### config.mk
export PLATFORM = sky130hd
export DESIGN_NAME = child_resp_collector_flat
export DESIGN_NICKNAME = d
export VERILOG_FILES = /design/src/rtl/child_resp_collector_if.sv /design/src/rtl/child_resp_collector.sv /design/src/flat_wrapper.sv
export SDC_FILE = /design/constraint.sdc
export NUM_CORES = 1
export LEC_CHECK = 0
export ABC_CLOCK_PERIOD_IN_PS = 6100
export CORE_MARGIN = 3
export CORE_UTILIZATION = 53
export CTS_BUF_LIST = sky130_fd_sc_hd__clkbuf_4
export DETAILED_ROUTE_END_ITERATION = 16
export PLACE_DENSITY_LB_ADDON = 0.08
export SETUP_SLACK_MARGIN = 0.1
export SYNTH_ARGS = -nofsm -noshare
export SYNTH_HDL_FRONTEND = slang
export SYNTH_SLANG_ARGS = --single-unit
export TNS_END_PERCENT = 10
### constraint.sdc
create_clock -name clk -period 6.1 [get_ports clk]
set_input_delay 0.61 -clock clk [delete_from_list [all_inputs] [get_ports clk]]
set_output_delay 0.61 -clock clk [all_outputs]
set_load 0.01 [all_outputs]
### src/rtl/child_resp_collector_if.sv
// Child-to-parent response channel bundle for child_resp_collector.
// up_par exists only when COLLECTOR_PARITY_EN is defined.
interface child_resp_collector_if #(
    parameter int NUM_CHILDREN = 5,
    parameter int DATA_W       = 16,
    parameter int IDX_W        = $clog2(NUM_CHILDREN)
);
    logic [NUM_CHILDREN-1:0]        child_valid;
    logic [NUM_CHILDREN*DATA_W-1:0] child_data;
    logic [NUM_CHILDREN-1:0]        child_ready;
    logic                           up_valid;
    logic [DATA_W-1:0]              up_data;
    logic [IDX_W-1:0]               up_idx;
    logic                           up_ready;
`ifdef COLLECTOR_PARITY_EN
    logic                           up_par;
`endif

    // Master drives child beats and upstream ready; slave is the collector.
    modport master (
        output child_valid, child_data, up_ready,
        input  child_ready, up_valid, up_data, up_idx
`ifdef COLLECTOR_PARITY_EN
        , input up_par
`endif
    );

    modport slave (
        input  child_valid, child_data, up_ready,
        output child_ready, up_valid, up_data, up_idx
`ifdef COLLECTOR_PARITY_EN
        , output up_par
`endif
    );
endinterface

### src/rtl/child_resp_collector.sv
// Round-robin merge of NUM_CHILDREN response channels into one index-tagged FIFO upstream.
// Optional macro COLLECTOR_PARITY_EN adds a stored parity bit per beat (up_par).
module child_resp_collector #(
    parameter int NUM_CHILDREN = 5,
    parameter int DATA_W       = 16,
    parameter int FIFO_DEPTH   = 4
) (
    input  logic                          clk,
    input  logic                          rst,
    child_resp_collector_if.slave         bus,
    output logic [$clog2(FIFO_DEPTH):0]   fifo_count,
    output logic [31:0]                   beat_total
);
    localparam int IDX_W = $clog2(NUM_CHILDREN);
    localparam int PTR_W = $clog2(FIFO_DEPTH);
    localparam int CNT_W = PTR_W + 1;
`ifdef COLLECTOR_PARITY_EN
    localparam int ENTRY_W = IDX_W + DATA_W + 1;
`else
    localparam int ENTRY_W = IDX_W + DATA_W;
`endif

    logic [IDX_W-1:0]   rr_ptr;
    logic [PTR_W-1:0]   wr_ptr;
    logic [PTR_W-1:0]   rd_ptr;
    logic [CNT_W-1:0]   count;
    logic [ENTRY_W-1:0] mem [FIFO_DEPTH];

    logic               grant_any;
    logic [IDX_W-1:0]   grant_idx;
    logic [DATA_W-1:0]  grant_data;
    logic [IDX_W:0]     cand_sum;
    logic [IDX_W-1:0]   cand;
    logic               full;
    logic               push;
    logic               pop;
    logic [ENTRY_W-1:0] push_entry;
    logic [ENTRY_W-1:0] head;

    assign full = (count == CNT_W'(FIFO_DEPTH));

    // The wider cand_sum keeps the modulo correct for non-power-of-two child counts.
    always_comb begin
        grant_any  = 1'b0;
        grant_idx  = '0;
        grant_data = '0;
        cand_sum   = '0;
        cand       = '0;
        for (int k = 0; k < NUM_CHILDREN; k++) begin
            cand_sum = {1'b0, rr_ptr} + (IDX_W+1)'(k);
            if (cand_sum >= (IDX_W+1)'(NUM_CHILDREN))
                cand_sum = cand_sum - (IDX_W+1)'(NUM_CHILDREN);
            cand = cand_sum[IDX_W-1:0];
            if (!grant_any && bus.child_valid[cand]) begin
                grant_any = 1'b1;
                grant_idx = cand;
            end
        end
        for (int i = 0; i < NUM_CHILDREN; i++) begin
            if (grant_idx == IDX_W'(i))
                grant_data = bus.child_data[i*DATA_W +: DATA_W];
        end
    end

    assign push = grant_any && !full && !rst;
    assign pop  = bus.up_valid && bus.up_ready;

    assign bus.child_ready = push ? ({{(NUM_CHILDREN-1){1'b0}}, 1'b1} << grant_idx)
                                  : '0;

`ifdef COLLECTOR_PARITY_EN
    assign push_entry = {^{grant_idx, grant_data}, grant_idx, grant_data};
`else
    assign push_entry = {grant_idx, grant_data};
`endif

    // Storage is left unreset; every reader is masked by the registered occupancy.
    always_ff @(posedge clk) begin
        if (push)
            mem[wr_ptr] <= push_entry;
    end

    always_ff @(posedge clk or posedge rst) begin
        if (rst) begin
            rr_ptr     <= '0;
            wr_ptr     <= '0;
            rd_ptr     <= '0;
            count      <= '0;
            beat_total <= '0;
        end else begin
            if (push) begin
                wr_ptr     <= wr_ptr + 1'b1;
                beat_total <= beat_total + 32'd1;
                rr_ptr     <= (grant_idx == IDX_W'(NUM_CHILDREN-1)) ? '0
                                                                    : grant_idx + 1'b1;
            end
            if (pop)
                rd_ptr <= rd_ptr + 1'b1;
            if (push && !pop)
                count <= count + 1'b1;
            else if (!push && pop)
                count <= count - 1'b1;
        end
    end

    assign head         = mem[rd_ptr];
    assign fifo_count   = count;
    assign bus.up_valid = (count != '0);
    assign bus.up_data  = bus.up_valid ? head[DATA_W-1:0] : '0;
    assign bus.up_idx   = bus.up_valid ? head[DATA_W +: IDX_W] : '0;
`ifdef COLLECTOR_PARITY_EN
    assign bus.up_par   = bus.up_valid ? head[ENTRY_W-1] : 1'b0;
`endif
endmodule

### src/flat_wrapper.sv
// flat-port wrapper written by rule: the top's interface ports become plain ports
module child_resp_collector_flat 
#(
    parameter int NUM_CHILDREN = 5,
    parameter int DATA_W       = 16,
    parameter int FIFO_DEPTH   = 4
)
  (clk, rst, fifo_count, beat_total, bus_child_valid, bus_child_data, bus_up_ready, bus_child_ready, bus_up_valid, bus_up_data, bus_up_idx);
  child_resp_collector_if #(.NUM_CHILDREN(NUM_CHILDREN), .DATA_W(DATA_W), .IDX_W(($clog2(NUM_CHILDREN)))) bus_i ();
  input  logic clk;
  input  logic rst;
  output logic [$clog2(FIFO_DEPTH):0] fifo_count;
  output logic [31:0] beat_total;
  input wire logic [$bits(bus_i.child_valid)-1:0] bus_child_valid;
  input wire logic [$bits(bus_i.child_data)-1:0] bus_child_data;
  input wire logic [$bits(bus_i.up_ready)-1:0] bus_up_ready;
  output wire logic [$bits(bus_i.child_ready)-1:0] bus_child_ready;
  output wire logic [$bits(bus_i.up_valid)-1:0] bus_up_valid;
  output wire logic [$bits(bus_i.up_data)-1:0] bus_up_data;
  output wire logic [$bits(bus_i.up_idx)-1:0] bus_up_idx;
  assign bus_i.child_valid = bus_child_valid;
  assign bus_i.child_data = bus_child_data;
  assign bus_i.up_ready = bus_up_ready;
  assign bus_child_ready = bus_i.child_ready;
  assign bus_up_valid = bus_i.up_valid;
  assign bus_up_data = bus_i.up_data;
  assign bus_up_idx = bus_i.up_idx;
  child_resp_collector #(.NUM_CHILDREN(NUM_CHILDREN), .DATA_W(DATA_W), .FIFO_DEPTH(FIFO_DEPTH)) u_core (.clk(clk), .rst(rst), .bus(bus_i), .fifo_count(fifo_count), .beat_total(beat_total));
endmodule
== After elaboration in Yosys (flattened, before gate mapping) ==
Memory sizes are Yosys's and may differ from the RTL's.
Index checks and enable logic that the tools add are counted.

* Bits of input ports: 88
* Flip-flop bits (word level): 42
* Bits in writable memories: 76
* Memories: 1
* Word-level logic and storage cells: 95
* Output and inout port bits: 60

{| class="wikitable"
|+ Memory list
! memory !! depth !! width !! rd ports !! clocked after memory_dff !! write ports !! line !! text
|-
| u_core.mem || 4 || 19 || 1 || 0 || 1 || child_resp_collector.sv:27 || <nowiki>logic [ENTRY_W-1:0] mem [FIFO_DEPTH];</nowiki>
|}

* $lt $le $gt $ge: 10
* Equality and inequality tests: 5
* Shift operators: 1
* Reduce and logical (&&, ||, !) cells: 20
* Add/subtract/negate cells: 15
* Mux-type cells: 38

{| class="wikitable"
|+ Operator list
! cell !! number
|-
| two-way mux 16 bit || 6
|-
| two-way mux 3 bit || 14
|-
| adder 32 x 1 -> 32 bit (second input constant) || 1
|-
| < comparator 3 x 4 -> 1 bit (second input constant) || 5
|-
| greater-or-equal comparator 4 x 3 -> 1 bit (second input constant) || 4
|-
| binary-select mux 1 bit (select 3 bit) || 5
|-
| subtractor 3 bit (second input constant) || 5
|-
| two-way mux 1 bit || 12
|-
| logical AND 1 bit || 9
|-
| adder 3 x 2 -> 4 bit (second input constant) || 2
|-
| logical NOT 1 bit || 8
|-
| adder 3 x 1 -> 3 bit (second input constant) || 2
|-
| == test 3 x 2 -> 1 bit (second input constant) || 2
|-
| == test 3 bit (second input constant) || 2
|-
| two-way mux 5 bit || 1
|-
| left shift 1 x 3 -> 5 bit (first input constant) || 1
|-
| adder 2 x 1 -> 2 bit (second input constant) || 2
|-
| adder 3 x 1 -> 4 bit (second input constant) || 1
|-
| adder 3 x 3 -> 4 bit (second input constant) || 1
|-
| == test 3 x 1 -> 1 bit (second input constant) || 1
|-
| greater-or-equal comparator 3 bit (second input constant) || 1
|-
| logical NOT 3 bit || 1
|-
| nonzero test 3 bit || 1
|-
| subtractor 3 x 1 -> 3 bit (second input constant) || 1
|-
| nonzero test 2 bit || 1
|}

== Longest topological paths before layout ==
Gate-level depths: netlist of the first run.

* Depth in word-level cells: 23
* Depth in mapped cells: 22
* Gate-level depth less buffers: 18

== Worst setup path after synthesis of the first run ==
No wires, ideal clock.

* Path type: reg2reg
* Start point: register u_core.rr_ptr[1]
* End point: memory u_core.mem[0][10] in the netlist's numbering (data pin)
* Path buffers: 6
* Path slack: 1.364 ns
* Library setup time: 0.176 ns
* Data arrival time: 4.560 ns
* Data required time: 5.924 ns
* Cell stages (with the launch flop): 21
* Period minus slack after synthesis: 4.736 ns
* Path through: dfrtp_1 -> clkbuf_1 -> inv_1 -> ha_1 -> ha_1 -> clkbuf_1 -> a21oi_1 -> mux2_2 -> o22ai_1 -> nor3b_1 -> and2_1 -> a221oi_1 -> clkbuf_1 -> inv_1 -> ha_1 -> clkbuf_1 -> nor2_1 -> or4b_1 -> buf_2 -> buf_6 -> o221ai_2

* Longest elaborated chain between the ends: 23
* Elaborated cells between the ends (all ways): 56
* Classes of those cells: add/sub (9); order compare (5); eq/ne (4); mux (29); reduce/logical (9)

{| class="wikitable"
|+ Ends and longest elaborated chain
! item !! line !! text
|-
| from (decl) || child_resp_collector.sv:23 || <nowiki>logic [IDX_W-1:0] rr_ptr;</nowiki>
|-
| from (signal assigned) || child_resp_collector.sv:94 || <nowiki>rr_ptr <= (grant_idx == IDX_W'(NUM_CHILDREN-1)) ? '0</nowiki>
|-
| parallel branches: the longest is 16 deep, another holds adder 3 x 1 -> 4 bit || -- ||
|-
| two-way mux 3 bit * || child_resp_collector.sv:54 || <nowiki>if (!grant_any && bus.child_valid[cand]) begin</nowiki>
|-
| logical NOT 3 bit || child_resp_collector.sv:60 || <nowiki>if (grant_idx == IDX_W'(i))</nowiki>
|-
| two-way mux 16 bit (4 in a row) || child_resp_collector.sv:60 ||
|-
| two-way mux 16 bit * || child_resp_collector.sv:60 ||
|-
| named net u_core.grant_data[10] || child_resp_collector.sv:31 || <nowiki>logic [DATA_W-1:0] grant_data;</nowiki>
|-
| to (decl) || child_resp_collector.sv:27 ||
|}

Mark *: on every way through the listed nets, which the timed path passes. The select of a mux whose other input is x is not followed.

== Final worst setup path of the first run ==
* Start point: register u_core.rr_ptr[0]
* End point: output port bus_child_ready[3]

* Longest elaborated chain between the ends: 20
* Elaborated cells between the ends (all ways): 51
* Classes of those cells: add/sub (9); order compare (5); shift (1); mux (26); reduce/logical (10)

{| class="wikitable"
|+ Ends and longest elaborated chain
! item !! line !! text
|-
| parallel branches: the longest is 19 deep, another holds adder 3 x 1 -> 4 bit || -- ||
|-
| two-way mux 5 bit * || child_resp_collector.sv:68 || <nowiki>assign bus.child_ready = push ? ({{(NUM_CHILDREN-1){1'b0}}, 1'b1} << grant_idx)</nowiki>
|-
| to (decl) || flat_wrapper.sv:17 || <nowiki>output wire logic [$bits(bus_i.child_ready)-1:0] bus_child_ready;</nowiki>
|}

Every way passes the cells marked *. The select of a mux whose other input is x is not followed.

==> impl_metrics.csv, run 1 <==
group,metric,value,unit
die,io_pins,148,
finish,antenna_cells,0,
synth,synth.largest_area_cell,"edfxtp_1",
synth,syn-instance-count,586,
synth,post-synth-top-area-fraction,34.06,%
job,max_cap_viols,0,
global_route,grt_util_all_layers,26.07,%
clocking,post_cts.repair.setup_buffers,0,
clocking,cts.root.buffer_cell,"clkbuf_4",
timing,post-route-period-util,93.15,%
status,outcome,"completed",
timing,maxSlewHeadroom,27.17,%
synth,synth_cell_count_leaders,"76 x edfxtp_1, 48 x nand2_1, 42 x dfrtp_1",
timing,timing_max_transition_violations_final,0,
critical_path,crit_fanout,33,
timing,worst_tran_pin_value,1.092,ns
critical_path,critPathSlowestCell,"clkdlybuf4s50_1",
route,num_vias,5268,
clocking,clock_insertion_delay_worst_skew,0.52,ns
die,initial_core_util,55.09,%
critical_path,worst-endpoint-arrival,5.07,ns
global_route,global_route_wire_length_before_repair,28.87,mm
synth,complex_gate_fraction_of_the_synthesized_area,13.93,%
finish,layout-drive-gt1-share,11.77,%
placed_design,globalplace.congestion,0.8505,
route,drt_first_pass_iters,6,
finish,nNetsFinal,835,
clocking,path_clk_slew,0.10,ns
die,rows,40,
synth,synthAdderAreaFrac,3.959,%
clocking,ctsHtreeMaxLevel,4,
synth,synth_xor_xnor_area_share,5.341,%
global_route,globalRoute.totalOverflow,0,
timing,report.final.hold_viol_count,0,
global_route,maximum_number_of_pins_on_one_net_before_global_route_repair,43,
critical_path,worst_path_most_repeated_cell,"ha_1",
clocking,cts_inserted_buffers,17,
route,detail_route.vias_per_cell,5.808,
die,core-area,0.01216,mm^2
synth,number_of_enable_type_register_cells_in_the_synthesized_netlist,76,
timing,final.setup.tns,0,ns
clocking,ctsLongestPathBuffers,2,
critical_path,critical_path.endpoint_type,"output pin",
die,die-area,0.01403,mm^2
clocking,cts_hold_buf,0,
die,die_width,118.4,um
critical_path,worstPathCellList,"clkinv_1 -> ha_1 -> inv_1 -> fa_1 -> or2_2 -> o311ai_1 -> nor3_2 -> or4b_1 -> a21oi_1 -> o31a_1 -> ha_1 -> ha_1 -> buf_6 -> and2_1 -> clkdlybuf4s50_1",
worst_hold_path,min-delay-path-class,"register to register",
synth,yosysWarningCount,0,
die,dieHeight,118.4,um
route,drcViolationCount,0,
synth,yosys.area_share.simple,15.31,%
placed_design,hpwlAfterDp,12.65,mm
synth,netlist_area,0.006700,mm^2
finish,layout-area-overhead-vs-synth,28.52,%
timing,fin_crit,5.682,ns
synth,synth_ff_type,"edfxtp_1",
synth,netlist-cell-type-count,67,
critical_path,criticalPathCategory,"register to output pin",
synth,syn_area_per_cell,11.43,um^2
clocking,cts_sinks,118,
synth,share_of_flip_flops_with_an_asynchronous_set_or_reset_after_synthesis,35.59,%
route,drt.antenna.violating_nets,0,
synth,synth.area.top_cells,"edfxtp_1 34%, dfrtp_1 16%, mux4_2 6.4%",
timing,grt_setup_unrepaired,"no",
synth,synth_seq_area_share,49.75,%
route,drt_iter0_markers,319,
global_route,first_global_vias,5440,
critical_path,cp_slowest_stage_delay,0.54,ns
synth,main_combinational_cell_family_by_area_after_synthesis,"simple AND/OR/NAND/NOR gates",
timing,timing.clock.skew,0.01496,ns
clocking,cts_tree,"built",
placed_design,place.port_buffers,147,
synth,synth.mux.area_fraction,8.198,%
critical_path,timing.critical_path.required,5.49,ns
global_route,number_of_antenna_violations_at_the_first_check_in_global_routing,0,
critical_path,critical_path.startpoint_type,"register",
synth,mappedNetlistNets,694,
timing,setup_viol,0,
synth,ys_ff_latch,118,
route,routed_wirelength,18.10,mm
timing,max_clock_freq,0.1760,GHz
route,avgRoutedWirePerCell,19.96,um
finish,fill_cells,910,
synth,synthMostInstantiatedCell,"edfxtp_1",
==> routing by layer <==
layer  up-vias  track usage, %  share of wire (%)
met1      2588           31.42                 39
met2       183           45.30                 52
met5         -               0                  0
met4         0           9.269                2.2
met3        30           6.794                6.7
li1       2467               -                  -
==> cells by family after synthesis <==
logic type / Yosys count
AO/OA/AOI/OAI: 127
XOR/XNOR: 40
adder cells (fa/ha/maj): 20
buffers and inverters: 56
flip-flops: 118
multiplexers: 30
AND/OR/NAND/NOR: 195
==> worst max-delay path, delay by kind of cell, from the launching register on <==
kind | cells | cell delay (ns)
flip-flops | 1 | 0.40
adder cells (fa/ha/maj) | 4 | 1.06
AO/OA/AOI/OAI | 3 | 0.83
buffers and inverters | 4 | 1.08
AND/OR/NAND/NOR | 4 | 1.19
==> through the flow <==
stage               setup slack [ns]  utilization [%]  hold WS, ns  instances  cell area, um^2
finish                        0.4181            70.80       0.4948        907             8611
global route                 0.06969            70.80       0.5177        907             8611
CTS                           0.1980            70.65       0.4967        907             8592
detailed placement            0.8209            68.46       0.4791        876             8325
global placement              0.9648            68.46       0.4725        876             8325
floorplan                      1.364                -       0.5039        586             6700
==> final timing paths <==
path | start | to | slack [ns] | depth (start not counted)
setup reg to reg | u_core.rr_ptr[1] | u_core.mem[0][3] | 0.81 | 14
setup / recovery | u_core.rr_ptr[0] | bus_child_ready[3] | 0.42 | 15
hold / removal | u_core.beat_total[31] | u_core.beat_total[31] | 0.49 | 1
hold reg to reg | u_core.beat_total[31] | u_core.beat_total[31] | 0.49 | 1
min in group asynchronous | rst | u_core.fifo_count[2] | 0.56 | 3
max in group asynchronous | rst | u_core.beat_total[8] | 5.17 | 3
==> cell type report <==
type                    instances  area, um^2  share of cell area [%]
flip-flops and latches        118        3333                   38.71
repair buffers                159        1565                   18.18
well taps                     168       210.2                   2.441
clock inverters                10       108.9                   1.264
multi-input cells             412        3164                   36.75
inverters                      19       71.32                  0.8282
clock buffers                  21       157.7                   1.831
==> what timing repair did <==
| action | 4_1_cts | 5_1_grt |
|---|---|---|
| setup endpoints to repair | 0 | 2 |
| gates resized for setup | 0 | 5 |
| endpoints found under the hold margin | 0 | 0 |
==> layout by cell type (no fill, tap or decap), types with 11 or more instances in the layout <==
cell,synthesis,final
buf_4,2,11
nand2_1,48,48
xnor2_1,26,26
clkbuf_4,0,21
inv_1,18,18
nor2_1,37,37
and2_1,31,31
ha_1,18,17
mux4_2,19,19
dfrtp_1,42,42
xor2_1,13,13
edfxtp_1,76,76
o21ai_0,25,25
a21oi_1,28,28
clkdlybuf4s50_1,0,147
a22oi_1,16,16
nand3_1,13,13
nor3_1,12,11
==> sequential cells by signal, indices dropped and copies added (netlist names) <==
register	count
u_core.wr_ptr	2
u_core.rd_ptr	2
u_core.fifo_count	3
u_core.rr_ptr	3
u_core.beat_total	32
u_core.mem	76
Power of run 1 is not shown: default switching activity piles up to over one toggle a cycle in this logic, so the estimate is an artifact.
==> inputs of run 2 (changes only) <==
--- a/config.mk
+++ b/config.mk
@@ -6,7 +6,7 @@
 export NUM_CORES = 1
 export LEC_CHECK = 0
 export ABC_CLOCK_PERIOD_IN_PS = 6100
-export CORE_MARGIN = 3
+export CORE_MARGIN = 2
 export CORE_UTILIZATION = 53
 export CTS_BUF_LIST = sky130_fd_sc_hd__clkbuf_4
 export DETAILED_ROUTE_END_ITERATION = 16
==> impl_metrics.csv, run 2 (same netlist as run 1, synthesis figures left out) <==
group,metric,value,unit
placed_design,hpwlAfterDp,11.97,mm
route,num_vias,5223,
timing,setup_viol,0,
die,initial_core_util,53.75,%
critical_path,r2r_slack,0.85,ns
critical_path,regToRegEndpoint,"u_core.mem[2][2]",
route,routed_wirelength,17.12,mm
critical_path,critical_path.startpoint_type,"register",
critical_path,crit_buf_inv,7,
job,max_cap_viols,0,
global_route,global_route_wire_length_before_repair,26.72,mm
timing,report.final.hold_viol_count,0,
placed_design,place.port_buffers,147,
timing,maxSlewHeadroom,29.41,%
global_route,globalRoute.totalOverflow,0,
global_route,maximum_number_of_pins_on_one_net_before_global_route_repair,42,
route,avgRoutedWirePerCell,18.80,um
critical_path,crit_fanout,18,
clocking,cts.root.buffer_cell,"clkbuf_4",
clocking,path_clk_slew,0.11,ns
global_route,grt_util_all_layers,26.03,%
timing,max_clock_freq,0.1751,GHz
finish,nNetsFinal,833,
finish,layout-drive-gt1-share,11.65,%
finish,most-common-layout-cells,"147 x clkdlybuf4s50_1, 76 x edfxtp_1, 48 x nand2_1, 40 x dfrtp_1, 37 x nor2_1",
critical_path,timing.critical_path.max_delay_family,"buffers and inverters",
critical_path,worstPathCellList,"clkinv_1 -> ha_1 -> inv_1 -> fa_1 -> or2_2 -> o311ai_0 -> nor3_2 -> or4b_1 -> a21oi_1 -> o31a_1 -> inv_1 -> ha_1 -> buf_4 -> inv_1 -> buf_4 -> nor2_1 -> clkdlybuf4s50_1",
critical_path,cp_slowest_stage_delay,0.52,ns
die,die-area,0.01356,mm^2
route,detail_route.vias_per_cell,5.733,
timing,final.setup.tns,0,ns
die,dieHeight,116.4,um
route,drt.antenna.violating_nets,0,
die,die_width,116.4,um
critical_path,criticalPathCategory,"register to output pin",
route,drt_first_pass_iters,5,
finish,layout_commonest_cell,"clkdlybuf4s50_1",
clocking,cts_tree,"built",
critical_path,critPathSlowestCell,"or4b_1",
critical_path,crit-reg2reg-launch,"u_core.rr_ptr[0]",
route,drt_iter0_markers,350,
critical_path,critical_path_cell_count,17,
timing,grt_setup_unrepaired,"yes",
timing,fin_crit,5.711,ns
critical_path,critical_path.endpoint_type,"output pin",
timing,timing_max_transition_violations_final,0,
finish,reg_top3,"u_core.mem x76, u_core.beat_total x32",
clocking,cts_inserted_buffers,17,
critical_path,r2r.worst_path.cells,15,
critical_path,worst_setup_path_endpoint,"bus_child_ready[2]",
clocking,clock_insertion_delay_worst_skew,0.51,ns
critical_path,worst-endpoint-arrival,5.10,ns
clocking,ctsHtreeMaxLevel,4,
finish,layout-area-overhead-vs-synth,28.80,%
critical_path,worst_path_most_repeated_cell,"inv_1",
critical_path,timing.critical_path.required,5.49,ns
die,rows,41,
clocking,ctsLongestPathBuffers,2,
placed_design,globalplace.congestion,0.9011,
timing,timing.clock.skew,0.02170,ns
timing,post-route-period-util,93.62,%
die,core-area,0.01247,mm^2
clocking,cts_hold_buf,0,
clocking,cts_sinks,118,
worst_hold_path,min-delay-path-class,"input port to asynchronous set/reset pin",
status,outcome,"completed",
finish,max_flop_register,"u_core.mem",
global_route,number_of_antenna_violations_at_the_first_check_in_global_routing,1,
finish,largest_reg_flops,76,
global_route,first_global_vias,5307,
timing,worst_tran_pin_value,1.059,ns
route,drcViolationCount,0,
die,io_pins,148,
critical_path,timing.critical_path.from,"u_core.rr_ptr[0]",
## run 2: metrics by stage
stage	util [%]	hold slack [ns]	instance area, um^2	std cells	setup slack [ns]
after floorplan	-	0.5039	6700	586	1.364
after global routing	69.23	0.4743	8630	911	0.07470
after CTS	69.13	0.4364	8617	910	0.1676
after detailed placement	66.71	0.4796	8315	878	0.4842
after global placement	66.71	0.4747	8315	878	0.5999
final	69.23	0.4715	8630	911	0.3893
## run 2: layout make-up
class,instances,area (um^2)
multi-input combinational,412,3159
tap,172,215.2
clock buffer,19,142.6
fill,980,3836
clock inverter,13,156.4
antenna,1,2.502
timing repair buffer,157,1546
sequential,118,3336
inverter,19,71.32
## run 2: worst min-delay path by stage
stage	end	slack (ns)	depth (start not counted)
5_1_grt	u_core.beat_total[0]	0.47	2
3_3_place_gp	u_core.beat_total[25]	0.47	1
2_1_floorplan	u_core.beat_total[31]	0.50	1
4_1_cts	u_core.fifo_count[2]	0.44	2
3_5_place_dp	u_core.beat_total[23]	0.48	1
6_report	u_core.fifo_count[2]	0.47	2
## run 2: per-layer routing
layer	wire, um	vias up	global-route usage [%]
li1	-	2483	-
met1	6855	2550	31.38
met2	8828	172	46.55
met3	1195	18	5.449
met4	245	0	8.810
met5	0	-	0
## run 2: timing repair
action,4_1_cts,5_1_grt
endpoints found under the setup margin,2,6
resized for setup,1,4
setup buffers,0,0
Power of run 2 is left out for the same reason.
